==> src/rtl/ofdm_cp_inserter_if.sv <==
// ofdm_cp_inserter_if
//   Streaming bundle between the IFFT, the CP inserter and the DAC side.
//   Input stream : in_data / in_valid  (producer -> inserter), in_ready back.
//   Output stream: out_data / out_valid (inserter -> consumer), out_ready back.
//   Modports:
//     slave  - the CP inserter's view (consumes input stream, produces output).
//     master - the surrounding environment's view (feeds input, drains output).
interface ofdm_cp_inserter_if #(
  parameter int DW = 32
);
  logic [DW-1:0] in_data;
  logic          in_valid;
  logic          in_ready;
  logic [DW-1:0] out_data;
  logic          out_valid;
  logic          out_ready;

  modport slave (
    input  in_data,
    input  in_valid,
    output in_ready,
    output out_data,
    output out_valid,
    input  out_ready
  );

  modport master (
    output in_data,
    output in_valid,
    input  in_ready,
    input  out_data,
    input  out_valid,
    output out_ready
  );
endinterface

==> src/rtl/ofdm_cp_inserter.sv <==
// ofdm_cp_inserter
//   Transmit-side OFDM symbol framer. Buffers one N-sample symbol, then
//   emits the last NCP samples (cyclic prefix) followed by all N samples.
//   Repeats for num_sym symbols per accepted go.
// Ports:
//   clk        rising-edge clock
//   reset      synchronous active-high reset
//   go         frame start, sampled only in IDLE
//   num_sym    symbols in the frame, latched on accepted go (0 ignores go)
//   strm       slave side of the sample streams (in_* / out_*)
//   sym_start  high with the first CP sample of each symbol
//   busy       high in every state except IDLE
//   done       one-cycle pulse when the frame completes
module ofdm_cp_inserter #(
  parameter int N   = 64,
  parameter int NCP = 16,
  parameter int DW  = 32
) (
  input  logic                 clk,
  input  logic                 reset,
  input  logic                 go,
  input  logic [7:0]           num_sym,
  ofdm_cp_inserter_if.slave    strm,
  output logic                 sym_start,
  output logic                 busy,
  output logic                 done
);

  localparam int AW = $clog2(N);
  localparam logic [AW-1:0] LAST_IDX = AW'(N - 1);
  localparam logic [AW-1:0] CP_START = AW'(N - NCP);

  localparam logic [2:0] S_IDLE = 3'd0;
  localparam logic [2:0] S_LOAD = 3'd1;
  localparam logic [2:0] S_CP   = 3'd2;
  localparam logic [2:0] S_BODY = 3'd3;
  localparam logic [2:0] S_DONE = 3'd4;

  logic [2:0]    state_q, state_d;
  logic [AW-1:0] wr_idx_q, wr_idx_d;
  logic [AW-1:0] rd_idx_q, rd_idx_d;
  logic [7:0]    sym_cnt_q, sym_cnt_d;
  logic [7:0]    num_sym_q, num_sym_d;
  logic [7:0]    sym_cnt_inc;

  // Symbol store; contents survive reset and are overwritten on each load.
  logic [DW-1:0] buf_q [N];

  logic in_xfer;
  logic out_xfer;
  logic emitting;

  assign emitting    = (state_q == S_CP) || (state_q == S_BODY);
  assign in_xfer     = (state_q == S_LOAD) && strm.in_valid;
  assign out_xfer    = emitting && strm.out_ready;
  // num_sym_q <= 255 and sym_cnt_q < num_sym_q while emitting, so this never wraps.
  assign sym_cnt_inc = sym_cnt_q + 8'd1;

  // Outputs are pure decodes of registered state, so they sit still under
  // backpressure and read as zero whenever the stream is idle.
  assign strm.in_ready  = (state_q == S_LOAD);
  assign strm.out_valid = emitting;
  assign strm.out_data  = emitting ? buf_q[rd_idx_q] : '0;
  assign sym_start      = (state_q == S_CP) && (rd_idx_q == CP_START);
  assign busy           = (state_q != S_IDLE);
  assign done           = (state_q == S_DONE);

  always_comb begin
    state_d   = state_q;
    wr_idx_d  = wr_idx_q;
    rd_idx_d  = rd_idx_q;
    sym_cnt_d = sym_cnt_q;
    num_sym_d = num_sym_q;

    case (state_q)
      S_IDLE: begin
        if (go && (num_sym != 8'd0)) begin
          num_sym_d = num_sym;
          sym_cnt_d = 8'd0;
          wr_idx_d  = '0;
          state_d   = S_LOAD;
        end
      end

      S_LOAD: begin
        if (in_xfer) begin
          // N is a power of two, so the increment wraps to 0 on its own.
          wr_idx_d = wr_idx_q + 1'b1;
          if (wr_idx_q == LAST_IDX) begin
            rd_idx_d = CP_START;
            state_d  = S_CP;
          end
        end
      end

      S_CP: begin
        if (out_xfer) begin
          rd_idx_d = rd_idx_q + 1'b1;
          if (rd_idx_q == LAST_IDX) begin
            state_d = S_BODY;
          end
        end
      end

      S_BODY: begin
        if (out_xfer) begin
          rd_idx_d = rd_idx_q + 1'b1;
          if (rd_idx_q == LAST_IDX) begin
            sym_cnt_d = sym_cnt_inc;
            if (sym_cnt_inc < num_sym_q) begin
              state_d = S_LOAD;
            end else begin
              state_d = S_DONE;
            end
          end
        end
      end

      S_DONE: begin
        state_d = S_IDLE;
      end

      default: begin
        state_d = S_IDLE;
      end
    endcase
  end

  always_ff @(posedge clk) begin
    if (reset) begin
      state_q   <= S_IDLE;
      wr_idx_q  <= '0;
      rd_idx_q  <= '0;
      sym_cnt_q <= 8'd0;
      num_sym_q <= 8'd0;
    end else begin
      state_q   <= state_d;
      wr_idx_q  <= wr_idx_d;
      rd_idx_q  <= rd_idx_d;
      sym_cnt_q <= sym_cnt_d;
      num_sym_q <= num_sym_d;
    end
  end

  // Writes are gated by LOAD, so stray in_valid elsewhere never touches the store.
  always_ff @(posedge clk) begin
    if (in_xfer && !reset) begin
      buf_q[wr_idx_q] <= strm.in_data;
    end
  end

endmodule

==> src/flat_wrapper.sv <==
// flat-port wrapper written by rule: the top's interface ports become plain ports
module ofdm_cp_inserter_flat 
#(
  parameter int N   = 64,
  parameter int NCP = 16,
  parameter int DW  = 32
)
  (clk, reset, go, num_sym, sym_start, busy, done, strm_in_data, strm_in_valid, strm_in_ready, strm_out_data, strm_out_valid, strm_out_ready);
  ofdm_cp_inserter_if #(.DW(DW)) strm_i ();
  input  logic clk;
  input  logic reset;
  input  logic go;
  input  logic [7:0] num_sym;
  output logic sym_start;
  output logic busy;
  output logic done;
  input wire logic [$bits(strm_i.in_data)-1:0] strm_in_data;
  input wire logic [$bits(strm_i.in_valid)-1:0] strm_in_valid;
  output wire logic [$bits(strm_i.in_ready)-1:0] strm_in_ready;
  output wire logic [$bits(strm_i.out_data)-1:0] strm_out_data;
  output wire logic [$bits(strm_i.out_valid)-1:0] strm_out_valid;
  input wire logic [$bits(strm_i.out_ready)-1:0] strm_out_ready;
  assign strm_i.in_data = strm_in_data;
  assign strm_i.in_valid = strm_in_valid;
  assign strm_in_ready = strm_i.in_ready;
  assign strm_out_data = strm_i.out_data;
  assign strm_out_valid = strm_i.out_valid;
  assign strm_i.out_ready = strm_out_ready;
  ofdm_cp_inserter #(.N(N), .NCP(NCP), .DW(DW)) u_core (.clk(clk), .reset(reset), .go(go), .num_sym(num_sym), .strm(strm_i), .sym_start(sym_start), .busy(busy), .done(done));
endmodule
==> config.mk <==
export PLATFORM = sky130hd
export DESIGN_NAME = ofdm_cp_inserter_flat
export DESIGN_NICKNAME = d
export VERILOG_FILES = /design/src/rtl/ofdm_cp_inserter_if.sv /design/src/rtl/ofdm_cp_inserter.sv /design/src/flat_wrapper.sv
export SDC_FILE = /design/constraint.sdc
export NUM_CORES = 2
export LEC_CHECK = 0
export ABC_AREA = 1
export CAP_MARGIN = 20
export CORE_MARGIN = 2
export CORE_UTILIZATION = 35
export DETAILED_ROUTE_END_ITERATION = 12
export PLACE_DENSITY = 0.58
export SYNTH_ARGS = -nofsm -noshare
export SYNTH_HDL_FRONTEND = slang
export SYNTH_SLANG_ARGS = --single-unit
==> constraint.sdc <==
create_clock -name clk -period 3.85 [get_ports clk]
set_clock_uncertainty 0.15 [all_clocks]
set_input_delay 0.385 -clock clk [delete_from_list [all_inputs] [get_ports clk]]
set_output_delay 0.385 -clock clk [all_outputs]
set_load 0.005 [all_outputs]
==> metrics.md <==
| Metric | Value |
|---|---|
| Outcome | finished, violations left |
| Failing checks | setup timing |
| P_leak | around 35 nW |
| WL final | approximately 270000 µm |
| Hold path start | strm_in_data[15] |
| Synthesized flop and latch total | between 2000 and 2500 |
| CP Data Required Time | 3310 ps |
| Fillcell total | approximately 22000 |
| Yosys warns | 0 |
| Final Cell Area | 101000 µm² |
| Fin. max-slew vios | 0 |
| Fin. Hold Viols | 0 |
| Die area | between 200000 and 250000 µm² |
| Die width | approximately 500 µm |
| P per Cell Area | around 670 nW/µm² |
| Critical Path Source Type | flop |
| CP Class | flop to primary output |
| DRT iter0 DRCs | 7000 |
| Cts bufs inserted | ~200 |
| F_max | between 0.2 and 0.25 GHz |
| Critical path, cell by cell | buf_12 > buf_12 > buf_6 > clkinv_8 > nand2_1 > nand3_1 > nand3_1 > nand3_1 > nand3_1 > nand3_2 > nand2_4 > nor2_4 > buf_4 > clkdlybuf4s50_1 |
| Hold depth | 1 |
| Post-synth EDFFs | between 2000 and 2500 |
| Post-Syn Instances | between 7000 and 8000 |
| Hpwl dp | 133000 µm |
| DRC | 0 |
| Final worst-path setup slack | -170 ps |
| Synth Area per Inst | roughly 12 µm² |
| Post-Syn Area | 84200 µm² |
| Synth Area in Compound Gates | 0.00865 |
| Largest net degree at the start of global routing | 98 |
| GR Overflow Total | 0 |
| Headroom to the max-slew limit | 0.169 |
| Crit-path slowest cell | clkdlybuf4s50_1 |
| Rows | 180 |
| Worst min path class | input port to flop |
| Post-DP Area | just over 90000 µm² |
| Arr. time, crit path | approximately 3500 ps |
| Sum Neg Setup Slack | -1210 ps |
| GRT Overall Usage | 0.209 |
| Met1 WL | between 100000 and 150000 µm |
| CTS tree | done |
| CP max stage delay | between 400 and 500 ps |
| Clock Path Buffers | 3 |
| Cell family with most CP delay | buffers and inverters |
| Final setup fails | 14 |
| Max_cap viols | 0 |
| Synth Flop Type | edfxtp_1 |
| Setup crit end kind | primary output |
| CP bufs+invs | 6 |
| ANT nets after route | 0 |
| Share of layout cells above drive strength 1 | 0.121 |
| CP most frequent cell | nand3_1 |
| R2R Path End | u_core.buf_q[11][25] |
| Crit path time final | around 4000 ps |
| Total core area | 240000 µm² |
| Critical path fanouts, max | 15 |
| Clock slew at reported path FFs | 60 ps |
| Hold EP | u_core.buf_q[21][15] |
| Max Used Layer | met5 |
| Synth unique cells | 37 |
| R2R setup slack | between 600 and 700 ps |
| Met2 wire length | around 120000 µm |
| Least-Margin Pin Slew | around 1200 ps |
| Initial antenna violation count | 12 |
| Port Buf Inserts | 81 |
| Ys async rst share | 0 |
| Multi-input gate area | 20400 µm² |
| Vias | roughly 58000 |
| Register Area | ~62000 µm² |
| Layout Nets | approximately 7300 |
| Peak supply drop | around 520 µV |
| RSZ-0062 raised after global routing | yes |
| Number of global-route vias before repair | about 54000 |
| Final Core Density | 0.420 |
| Synth Area in Simple Gates | 0.219 |
| Fin cells | roughly 11000 |
| R2R depth | 10 |
| Post-synthesis mux area share | 0 |
| Detailed-route vias per instance | approximately 5.4 |
| I/O pins | 82 |
| Clock Latency Late Sink | 870 ps |
| Period utilization | 1.04 |
| WL per Instance | ~25 µm |
| # clock sinks | ~2100 |
| DRT Pass-1 Iters | 5 |
| Adder-Cell Fraction of Synth Area | 0.00163 |
| Met3 WL | roughly 24000 µm |
| Post-synthesis sequential area ratio | 0.739 |
| GPL Wtd Cong | roughly 0.8 |
| Global-route wire length before repair | about 380000 µm |
| Die Ht | a little under 500 µm |
| Htree depth | 4 |
| Main combinational cell family by area after synthesis | simple AND/OR/NAND/NOR gates |
| Layout area overhead | 19.7% |
| Syn_nets | 7092 |
| Placed cell count | around 10000 |
| Clock root cell | clkbuf_16 |
| Worst reg2reg startpoint | u_core.state_q[1] |
| Post-synthesis xor/xnor area fraction | 0.000832 |
| Initial Util | 0.351 |
==> registers in the layout, indices dropped and copies added, names as in the netlist, named ones only <==
| register | count |
|---|---|
| u_core.wr_idx_q | 6 |
| u_core.state_q | 3 |
| u_core.buf_q | 2048 |
| u_core.rd_idx_q | 6 |
| u_core.sym_cnt_q | 8 |
| u_core.num_sym_q | 8 |
==> metal layers <==
metal | vias to the layer above | track usage
met5 | - | 0
met4 | 8 | 0.0733
met3 | 436 | 0.0337
met2 | 2888 | 0.329
met1 | 28700 | 0.292
li1 | 25500 | -
==> power breakdown <==
| part | switching, W | internal (W) |
|---|---|---|
| Combinational | 0.0146 | 0.00819 |
| Clock | 0.00879 | 0.0108 |
| Sequential | 0.000104 | 0.0251 |
| Total | 0.0235 | 0.0440 |
==> worst reg2reg max path, stage by stage, from the launching register on <==
cell and delay, ps:
dfxtp_1 350, nor2_1 190, nand2_1 180, inv_2 130, nand2_1 70, nor2_1 180, inv_1 120, nor2_2 180
nand3_2 400, nor2_4 590, buf_12 280
==> metrics by stage <==
| step | total power, W | hold slack, ps | worst slack, ps |
|---|---|---|---|
| final | 0.0675 | 59.8 | -170 |
| after global routing | 0.0704 | 70.8 | -263 |
| after CTS | 0.0662 | 28.2 | -264 |
| after detailed placement | 0.0440 | 293 | 73.0 |
| after global placement | 0.0438 | 284 | 99.9 |
| after floorplan | 0.0376 | 274 | 639 |
==> cell usage in the layout, fill, tap and decap left out, types with 6 or more instances in the layout <==
master	netlist	layout
nand3_1	1798	1765
nor2_4	2	93
inv_6	0	10
dlymetal6s2s_1	0	8
o22ai_1	18	18
clkdlybuf4s50_1	0	29
nand2_2	0	12
buf_4	60	133
clkinvlp_4	0	9
ha_1	11	11
clkbuf_16	0	229
bufbuf_16	0	12
edfxtp_1	2048	2048
buf_16	0	48
buf_12	0	135
buf_2	234	34
dfxtp_1	37	31
a21oi_1	57	45
nor2_2	1	17
nand3_2	4	37
nand2_1	2286	2264
clkbuf_1	73	44
clkinv_2	0	38
buf_8	3	8
dlygate4sd3_1	0	23
nand2_4	0	10
bufinv_16	0	14
xor2_1	6	6
nor2_1	189	82
buf_6	19	16
o21ai_0	51	51
a21oi_2	0	10
inv_1	42	39
clkinv_16	0	12
clkinv_1	3	56
==> cell families after synthesis <==
kind of cell    count (synthesis)
fa+ha+maj                      11
buf+inv                       501
flops                        2085
compound gates                137
simple gates                 4294
xor+xnor                        8
==> area by class of cell <==
cell class,count,share of cell area
timing repair buffer,478,0.0713
clock buffer,249,0.0525
multi-input combinational,4450,0.203
tap,3185,0.0395
inverter,48,0.00251
sequential,2085,0.618
antenna,4,0.0000993
clock inverter,134,0.0122
timing repair inverter,7,0.00115
==> worst max-delay path by stage <==
| stage | start | end | slack [ps] | depth (start not counted) |
|---|---|---|---|---|
| after detailed placement | flop | strm_out_data[21] | 70 | 13 |
| after CTS | flop | strm_out_data[18] | -260 | 11 |
| after floorplan | u_core.state_q[1] | u_core.buf_q[13][0] | 640 | 9 |
| final | flop | strm_out_data[21] | -170 | 14 |
| after global placement | flop | strm_out_data[21] | 100 | 13 |
| after global routing | flop | strm_out_data[21] | -260 | 14 |
==> Yosys cell counts, types with 4 or more instances <==
library cell	n	area, µm²
inv_1	42	158
buf_6	19	214
buf_2	234	1170
o21ai_0	51	255
nand3_1	1798	9000
nor3_1	5	25.0
o22ai_1	18	113
a21oi_1	57	285
ha_1	11	138
clkbuf_1	73	274
edfxtp_1	2048	61500
nand4_1	5	31.3
dfxtp_1	37	741
nand3_2	4	40.0
nand2_1	2286	8580
buf_1	64	240
buf_4	60	450
nor2_1	189	709
xor2_1	6	52.6
==> repair_timing <==
item,4_1_cts,5_1_grt
buffers inserted,19,16
pin swaps,23,26
endpoints found under the hold margin,222,635
endpoints found under the setup margin,32,31
hold buffers,7,16
resized for setup,218,124
cloned,31,26
No activity file was read; power rests on OpenSTA's default activity.
